File: config.mk
export PLATFORM = sky130hd
export DESIGN_NAME = divider_stim_sequencer
export DESIGN_NICKNAME = d
export VERILOG_FILES = /design/src/rtl/divider_stim_sequencer.sv
export SDC_FILE = /design/constraint.sdc
export NUM_CORES = 2
export LEC_CHECK = 0
export ABC_CLOCK_PERIOD_IN_PS = 24000
export BUFFER_PORTS_ARGS = -buffer_cell sky130_fd_sc_hd__buf_2
export CAP_MARGIN = 20
export CORE_MARGIN = 2
export CORE_UTILIZATION = 63
export CTS_CLUSTER_SIZE = 30
export DETAILED_ROUTE_END_ITERATION = 7
export GPL_ROUTABILITY_DRIVEN = 0
export PLACE_DENSITY = 0.85
export SYNTH_ARGS = -nofsm -noshare
export SYNTH_HDL_FRONTEND = slang
export SYNTH_SLANG_ARGS = --single-unit
export TNS_END_PERCENT = 5
File: constraint.sdc
create_clock -name clk -period 24 [get_ports clk]
set_input_delay 2.4 -clock clk [delete_from_list [all_inputs] [get_ports clk]]
set_output_delay 2.4 -clock clk [all_outputs]
set_load 0.03 [all_outputs]
File: src/rtl/divider_stim_sequencer.sv
// Stimulus/check engine for the sequential divider: generates operand pairs, drives start,
// waits for done, verifies Q*B+R==A with R<B, and keeps vector/error/timeout counts.
module divider_stim_sequencer #(
  parameter int unsigned     WIDTH     = 24,
  parameter int unsigned     NUM_VEC   = 16,
  parameter int unsigned     START_CYC = 1,
  parameter int unsigned     TIMEOUT   = 64,
  parameter logic [WIDTH-1:0] SEED     = WIDTH'('h000001),
  parameter logic [WIDTH-1:0] TAPS     = WIDTH'('hE10000)
) (
  input  logic             clk,
  input  logic             reset,
  input  logic             run,
  input  logic [1:0]       mode,
  input  logic [WIDTH-1:0] cfg_a,
  input  logic [WIDTH-1:0] cfg_b,
  output logic [WIDTH-1:0] A,
  output logic [WIDTH-1:0] B,
  output logic             start,
  input  logic             done,
  input  logic [WIDTH-1:0] Q,
  input  logic [WIDTH-1:0] R,
  output logic             busy,
  output logic             finished,
  output logic [15:0]      vec_count,
  output logic [15:0]      err_count,
  output logic             timeout_err
);

  localparam int unsigned CNT_W = 16;
  localparam int unsigned PW    = 2 * WIDTH;
  localparam int unsigned SC_W  = (START_CYC > 1) ? $clog2(START_CYC) : 1;
  localparam int unsigned TM_W  = $clog2(TIMEOUT + 1);

  typedef enum logic [2:0] {
    S_IDLE, S_LOAD, S_START, S_WAIT, S_CHECK, S_NEXT, S_DONE
  } state_t;

  state_t           state, state_nxt;
  logic [WIDTH-1:0] lfsr, lfsr_nxt;
  logic [WIDTH-1:0] q_cap, q_nxt, r_cap, r_nxt;
  logic [WIDTH-1:0] a_nxt, b_nxt;
  logic [SC_W-1:0]  sc_cnt, sc_nxt;
  logic [TM_W-1:0]  timer, timer_nxt;
  logic             start_nxt, busy_nxt, fin_nxt, to_nxt;
  logic [CNT_W-1:0] vec_nxt, err_nxt, err_inc, vec_inc;

  logic [WIDTH-1:0] step1, step2, load_a, load_b;
  logic [PW-1:0]    prod;
  logic             fail;

  function automatic logic [WIDTH-1:0] lfsr_step(input logic [WIDTH-1:0] s);
    return s[0] ? ((s >> 1) ^ TAPS) : (s >> 1);
  endfunction

  // Operand generation for the current vector; mode 3 falls back to fixed operands.
  always_comb begin
    step1  = lfsr_step(lfsr);
    step2  = lfsr_step(step1);
    load_a = cfg_a;
    load_b = cfg_b;
    case (mode)
      2'd1: begin
        load_a = cfg_a + WIDTH'(vec_count);
        load_b = cfg_b + WIDTH'(vec_count);
      end
      2'd2: begin
        load_a = step1;
        load_b = step2 >> (WIDTH / 2);
      end
      default: ;
    endcase
    if (load_b == '0) load_b = WIDTH'(1);
  end

  assign prod    = PW'(q_cap) * PW'(B) + PW'(r_cap);
  assign fail    = (prod != PW'(A)) || (r_cap >= B);
  assign err_inc = (err_count == 16'hFFFF) ? err_count : err_count + 16'd1;
  assign vec_inc = vec_count + 16'd1;

  // Next-state and next-output logic.
  always_comb begin
    state_nxt = state;
    a_nxt     = A;
    b_nxt     = B;
    start_nxt = start;
    busy_nxt  = busy;
    fin_nxt   = finished;
    vec_nxt   = vec_count;
    err_nxt   = err_count;
    to_nxt    = timeout_err;
    lfsr_nxt  = lfsr;
    q_nxt     = q_cap;
    r_nxt     = r_cap;
    sc_nxt    = sc_cnt;
    timer_nxt = timer;
    case (state)
      S_IDLE, S_DONE: begin
        if (run) begin
          vec_nxt   = '0;
          err_nxt   = '0;
          to_nxt    = 1'b0;
          fin_nxt   = 1'b0;
          lfsr_nxt  = SEED;
          busy_nxt  = 1'b1;
          state_nxt = S_LOAD;
        end
      end
      S_LOAD: begin
        a_nxt     = load_a;
        b_nxt     = load_b;
        if (mode == 2'd2) lfsr_nxt = step2;
        start_nxt = 1'b1;
        sc_nxt    = '0;
        state_nxt = S_START;
      end
      S_START: begin
        if (sc_cnt == SC_W'(START_CYC - 1)) begin
          start_nxt = 1'b0;
          timer_nxt = '0;
          state_nxt = S_WAIT;
        end else begin
          sc_nxt = sc_cnt + SC_W'(1);
        end
      end
      S_WAIT: begin
        if (done) begin
          q_nxt     = Q;
          r_nxt     = R;
          state_nxt = S_CHECK;
        end else if (timer == TM_W'(TIMEOUT - 1)) begin
          to_nxt    = 1'b1;
          err_nxt   = err_inc;
          state_nxt = S_NEXT;
        end else begin
          timer_nxt = timer + TM_W'(1);
        end
      end
      S_CHECK: begin
        if (fail) err_nxt = err_inc;
        state_nxt = S_NEXT;
      end
      S_NEXT: begin
        vec_nxt = vec_inc;
        if (vec_inc == CNT_W'(NUM_VEC)) begin
          busy_nxt  = 1'b0;
          fin_nxt   = 1'b1;
          state_nxt = S_DONE;
        end else begin
          state_nxt = S_LOAD;
        end
      end
      default: state_nxt = S_IDLE;
    endcase
  end

  always_ff @(posedge clk) begin
    if (reset) begin
      state       <= S_IDLE;
      A           <= '0;
      B           <= '0;
      start       <= 1'b0;
      busy        <= 1'b0;
      finished    <= 1'b0;
      vec_count   <= '0;
      err_count   <= '0;
      timeout_err <= 1'b0;
      lfsr        <= SEED;
      q_cap       <= '0;
      r_cap       <= '0;
      sc_cnt      <= '0;
      timer       <= '0;
    end else begin
      state       <= state_nxt;
      A           <= a_nxt;
      B           <= b_nxt;
      start       <= start_nxt;
      busy        <= busy_nxt;
      finished    <= fin_nxt;
      vec_count   <= vec_nxt;
      err_count   <= err_nxt;
      timeout_err <= to_nxt;
      lfsr        <= lfsr_nxt;
      q_cap       <= q_nxt;
      r_cap       <= r_nxt;
      sc_cnt      <= sc_nxt;
      timer       <= timer_nxt;
    end
  end

endmodule

Word-level counts from Yosys, hierarchy flattened --
Cells that the tools add are included.
Operators by class: add/subtract/negate cells 7, $mul 1, divide/modulo/power cells 0, $lt $le $gt $ge 1, eq/ne operators 21, shifts and indexed selects 0, multiplexer cells 38, bitwise gates (word level) 2, reductions and logical operators 19
Operators by type and width (count):
- case mux 24 bit (2 select lines) | 3
- 2-to-1 mux 24 bit | 5
- 2-to-1 mux 16 bit | 5
- adder 24 x 16 -> 24 bit | 2
- adder 48 x 24 -> 48 bit | 1
- multiplier 24 x 24 -> 48 bit | 1
- inequality test 48 x 24 -> 1 bit | 1
- case mux 16 bit (3 select lines) | 1
- adder 16 x 1 -> 16 bit, second input constant | 2
- case mux 16 bit (2 select lines) | 1
- greater-or-equal comparator 24 bit | 1
- logical NOT 24 bit | 1
- 2-to-1 mux 7 bit | 3
- case mux 3 bit (6 select lines) | 1
- equality test 16 bit, second input constant | 1
- equality test 16 x 5 -> 1 bit, second input constant | 1
- inequality test 2 bit, second input constant | 8
- 2-to-1 mux 3 bit | 5
- case mux 7 bit (2 select lines) | 1
- case mux 1 bit (2 select lines) | 5
- nonzero test 2 bit | 5
- equality test 3 bit, second input constant | 3
- AND reduction 3 bit | 3
- 2-to-1 mux 1 bit | 8
- 16 further kinds | 21
Storage, ports and cells: flip-flop bits (word level) 167, bits in latches 0, memory bits (writable) 0, ROM bits 0, output and inout port bits 84, memories kept 0

Logic depth before layout (Yosys ltp) --
depth after elaboration 7, gate-level depth with buffers 31, depth with buffers taken out 28

Least setup slack after synthesis --
No wires, ideal clock.
path type register -> register, from register B[9], to register err_count[10], setup time 132 ps, arrival time 7604 ps, required time 23868 ps, path slack 16264 ps, stages on the path, launching flop included 28, path buffers 3, cell sequence dfxtp_1 clkbuf_1 nand2_1 fa_1 fa_1 fa_1 inv_1 fa_1 inv_1 fa_1 fa_1 fa_1 inv_1 ha_1 buf_2 and3_1 and2_1 nand3_1 nand3_1 a2111oi_0 nand4_1 or4_1 or4_1 nor4_2 a31o_4 buf_4 or4_1 a21oi_2
Between the ends: longest elaborated chain between the ends 6, elaborated cells on any way between the ends 7
RTL lines:
- start: declaration | RTL line 18 | output logic [WIDTH-1:0] B,
- start signal: assignment | RTL line 176 | B <= b_nxt;
- multiplier 24 x 24 -> 48 bit | RTL line 76 | assign prod = PW'(q_cap) * PW'(B) + PW'(r_cap);
- adder 48 x 24 -> 48 bit | RTL line 76
- inequality test 48 x 24 -> 1 bit | RTL line 77 | assign fail = (prod != PW'(A)) || (r_cap >= B);
- logical OR 1 bit * | RTL line 77
- inequality test 2 bit (no source line) *
- AND reduction 5 bit (no source line) *
- end signal: assignment | RTL line 181 | err_count <= err_nxt;
- end: declaration | RTL line 26 | output logic [15:0] err_count,
Mark *: on every way between the ends. The rest lies on a longest branch, timed or not. A chain may end at the register's enable or synchronous reset.

Worst setup path after layout --
from register B[5], to register err_count[9]
Same word-level chain as after synthesis.

==> flow_summary.yaml <==
floorplanning:
  dieWidth_um: 224
  ios: 186
  core_area_um2: 47700
  core.rowCount: 80
  die_h_um: 224
  initial_utilization: 0.638
  die_area_um2: 50100
critical_path:
  r2r_slack_ns: 14.93
  crit_path_start_kind: "register"
  cp.arrival_ns: 9.42
  path_class: "reg2reg"
  reg2reg_depth: 23
  crit_chain: "and2_1, fa_1, fa_1, inv_1, fa_1, fa_1, fa_1, fa_1, fa_1, inv_1, ha_1, a21oi_1, o32ai_1, a221oi_1, nand4_1, nor4_1, nand4_1, or4_1, or4_1, nor4_2, a31o_4, or4_1, a21oi_2"
  crit_required_ns: 24.35
  startpoint: "B[5]"
  critPathCapture: "err_count[9]"
  path_buf_inv: 2
  cpMostUsedCell: "fa_1"
  cp.depth: 23
  slowest_delay_ns: 1.06
  worstReg2RegEnd: "err_count[9]"
  end_kind: "register"
  crit_family: "adder cells"
  cpMaxStageDelayCell: "dfxtp_1"
  r2r-start: "B[5]"
  crit_fanout: 32
cts:
  cts_tree: "yes"
  clock_latency_ns: 0.50
  clk_pin_slew_ns: 0.08
  cts-root-buf: "clkbuf_16"
  cts_buffers: 17
  clockBufferDepth: 2
  hold_buffers: 0
  cts.sinks: 166
  ctsResizeCount: 0
  htree_levels: 4
  post_cts_buffers: 0
power_and_ir_drop:
  vdd_drop_max_mv: 0.0538
  powerDensity_nw_per_um2: 28.8
  static-leakage-power_nw: 13.5
detailed_routing:
  drtIter0Drc: 2796
  routedWlPerCell_um: 20.7
  vias: 26200
  dr.pass1.iters: 6
  wirelength_mm: 88.0
  drc_errors: 0
  via_per_inst: 6.17
  route.antenna.remaining_nets: 0
logic_synthesis:
  post_synth.cell_area_avg_um2: 8.56
  ys_warn_count: 0
  synthCells: 3560
  syn_nets: 4413
  synth_area_leaders: "fa_1, dfxtp_1, ha_1"
  synth_top_area_frac: 0.332
  yosysMostFrequentCell: "inv_1"
  seq_area_frac_synth: 0.109
  ys.flop_type: "dfxtp_1"
  synth_top_area_cell: "fa_1"
  synth_commonest_cells: "inv_1, fa_1, nand2_1"
  syn-cell-area_um2: 30500
  synthArstFlopShare: 0
  synth-edff-count: 0
  ys_ff_latch: 166
  synth_cell_type_count: 106
timing:
  min_period_ns: 9.07
  setup_viol: 0
  clock_skew_ns: 0.0182
  fmax_mhz: 110
  whs_ns: 0.460
  tightest_slew_ns: 1.12
  worst_slack_ns: 14.93
  rsz0062_at_grt: "false"
  setup_tns_ns: 0
  hold_viol_final: 0
  period_share: 0.378
  slew_headroom: 0.249
  finalMaxSlewViolations: 0
cells_and_area:
  fillers: 3644
  utilization: 0.677
  layout-drive-gt1-share: 0.0929
  syn2layout_area_growth_pct: 6.04
  nets: 4469
  diodes: 0
outcome:
  outcome: "completed"
global_routing:
  use_met3: 0.100
  use_met1: 0.478
  grt-ovfl-total: 0
  track_usage: 0.366
  grt_max_degree: 93
  grt_pass1_vias: 26800
  met2_usage: 0.566
  grt_pass1_wl_mm: 143
  top_usage_layer: "met2"
  antenna_found_initial: 2
hold_path:
  hp-class: "reg2reg"
placement:
  preCtsSetupSlack_ns: 14.90
  port_buffers: 185
  dp_hpwl_mm: 68.1
flow_run:
  maxCapViolCount: 0
[tightest hold or removal path, stage by stage, from the launching register on]
cell and delay [ns]:
dfxtp_1 0.33, nand2_1 0.06, a21oi_1 0.04
[state kept, by name, indices dropped and copies added, names as in the netlist, 3 cells and up]
| name | flops |
|---|---|
| vec_count | 16 |
| lfsr | 24 |
| r_cap | 24 |
| B | 24 |
| A | 24 |
| timer | 7 |
| q_cap | 24 |
| state | 3 |
| err_count | 16 |
[where the power goes]
group,internal [W],switching [W],total (W)
registers,0.000290,0.0000427,0.000333
clock network,0.000148,0.000148,0.000296
logic,0.0000957,0.000207,0.000303
[layer usage]
layer,share of wire,up-vias
met1,0.38,12600
met4,0.055,6
met5,0.00040,-
li1,-,11600
met2,0.45,1658
met3,0.12,315
[worst min path at each step]
stage / startpoint / to / slack, ns / cells after the start
finish: timer[6] / timer[6] / 0.46 / 2
global placement: timer[6] / timer[6] / 0.44 / 2
CTS: timer[6] / timer[6] / 0.45 / 2
global route: timer[6] / timer[6] / 0.48 / 2
floorplan: timer[6] / timer[6] / 0.43 / 2
detailed placement: timer[6] / timer[6] / 0.44 / 2
[layout by cell type, fill, tap and decap left out, types with 9 or more instances in the layout]
| master | instances |
|---|---|
| o21a_1 | 12 |
| and2_1 | 408 |
| and3_1 | 28 |
| or4_1 | 13 |
| a21oi_1 | 170 |
| nand2b_1 | 21 |
| dfxtp_1 | 166 |
| nand3_1 | 49 |
| ha_1 | 244 |
| o21ai_0 | 91 |
| a211oi_1 | 27 |
| a22oi_1 | 29 |
| a31oi_1 | 17 |
| buf_4 | 39 |
| o211ai_1 | 9 |
| fa_1 | 506 |
| inv_1 | 543 |
| nand4_1 | 25 |
| nor2b_1 | 14 |
| o21ai_2 | 9 |
| or3_1 | 16 |
| nor2_1 | 143 |
| buf_2 | 184 |
| mux2i_1 | 14 |
| o21bai_1 | 9 |
| clkbuf_16 | 17 |
| nor3_1 | 39 |
| nand2_1 | 434 |
| a21oi_2 | 16 |
| a21o_1 | 31 |
| xor2_1 | 28 |
| a221oi_1 | 15 |
| o21ai_1 | 11 |
| xnor2_1 | 46 |
| a22o_1 | 17 |
[stage by stage]
| step | std cells | total power [W] | area, µm² |
|---|---|---|---|
| 4_1_cts | 4240 | 0.000918 | 32300 |
| 3_5_place_dp | 4209 | 0.000624 | 31700 |
| 3_3_place_gp | 4208 | 0.000618 | 31600 |
| 5_1_grt | 4243 | 0.000966 | 32300 |
| 6_report | 4243 | 0.000932 | 32300 |
| 2_1_floorplan | 3560 | 0.000511 | 30500 |
[cell type report]
class / count / area [µm²] / area share
Multi-Input combinational cell: 2660 / 24300 / 0.751
Sequential cell: 166 / 3320 / 0.103
Inverter: 544 / 2040 / 0.0632
Timing Repair Buffer: 227 / 1300 / 0.0402
Tap cell: 615 / 769 / 0.0238
Clock buffer: 17 / 425 / 0.0132
Clock inverter: 14 / 178 / 0.00550
[logic make-up (layout without fill, tap and decap cells)]
| kind of cell | count (synthesis) | in the layout | synth area share |
|---|---|---|---|
| AO/OA/AOI/OAI | 562 | 562 | 0.125 |
| AND/OR/NAND/NOR | 1254 | 1254 | 0.211 |
| multiplexers | 19 | 19 | 0.00645 |
| flip-flops | 166 | 166 | 0.109 |
| XOR/XNOR | 74 | 74 | 0.0213 |
| buffers and inverters | 734 | 802 | 0.0948 |
| adder cells (fa/ha/maj) | 751 | 751 | 0.433 |
Power figures use the tool's default switching activity.
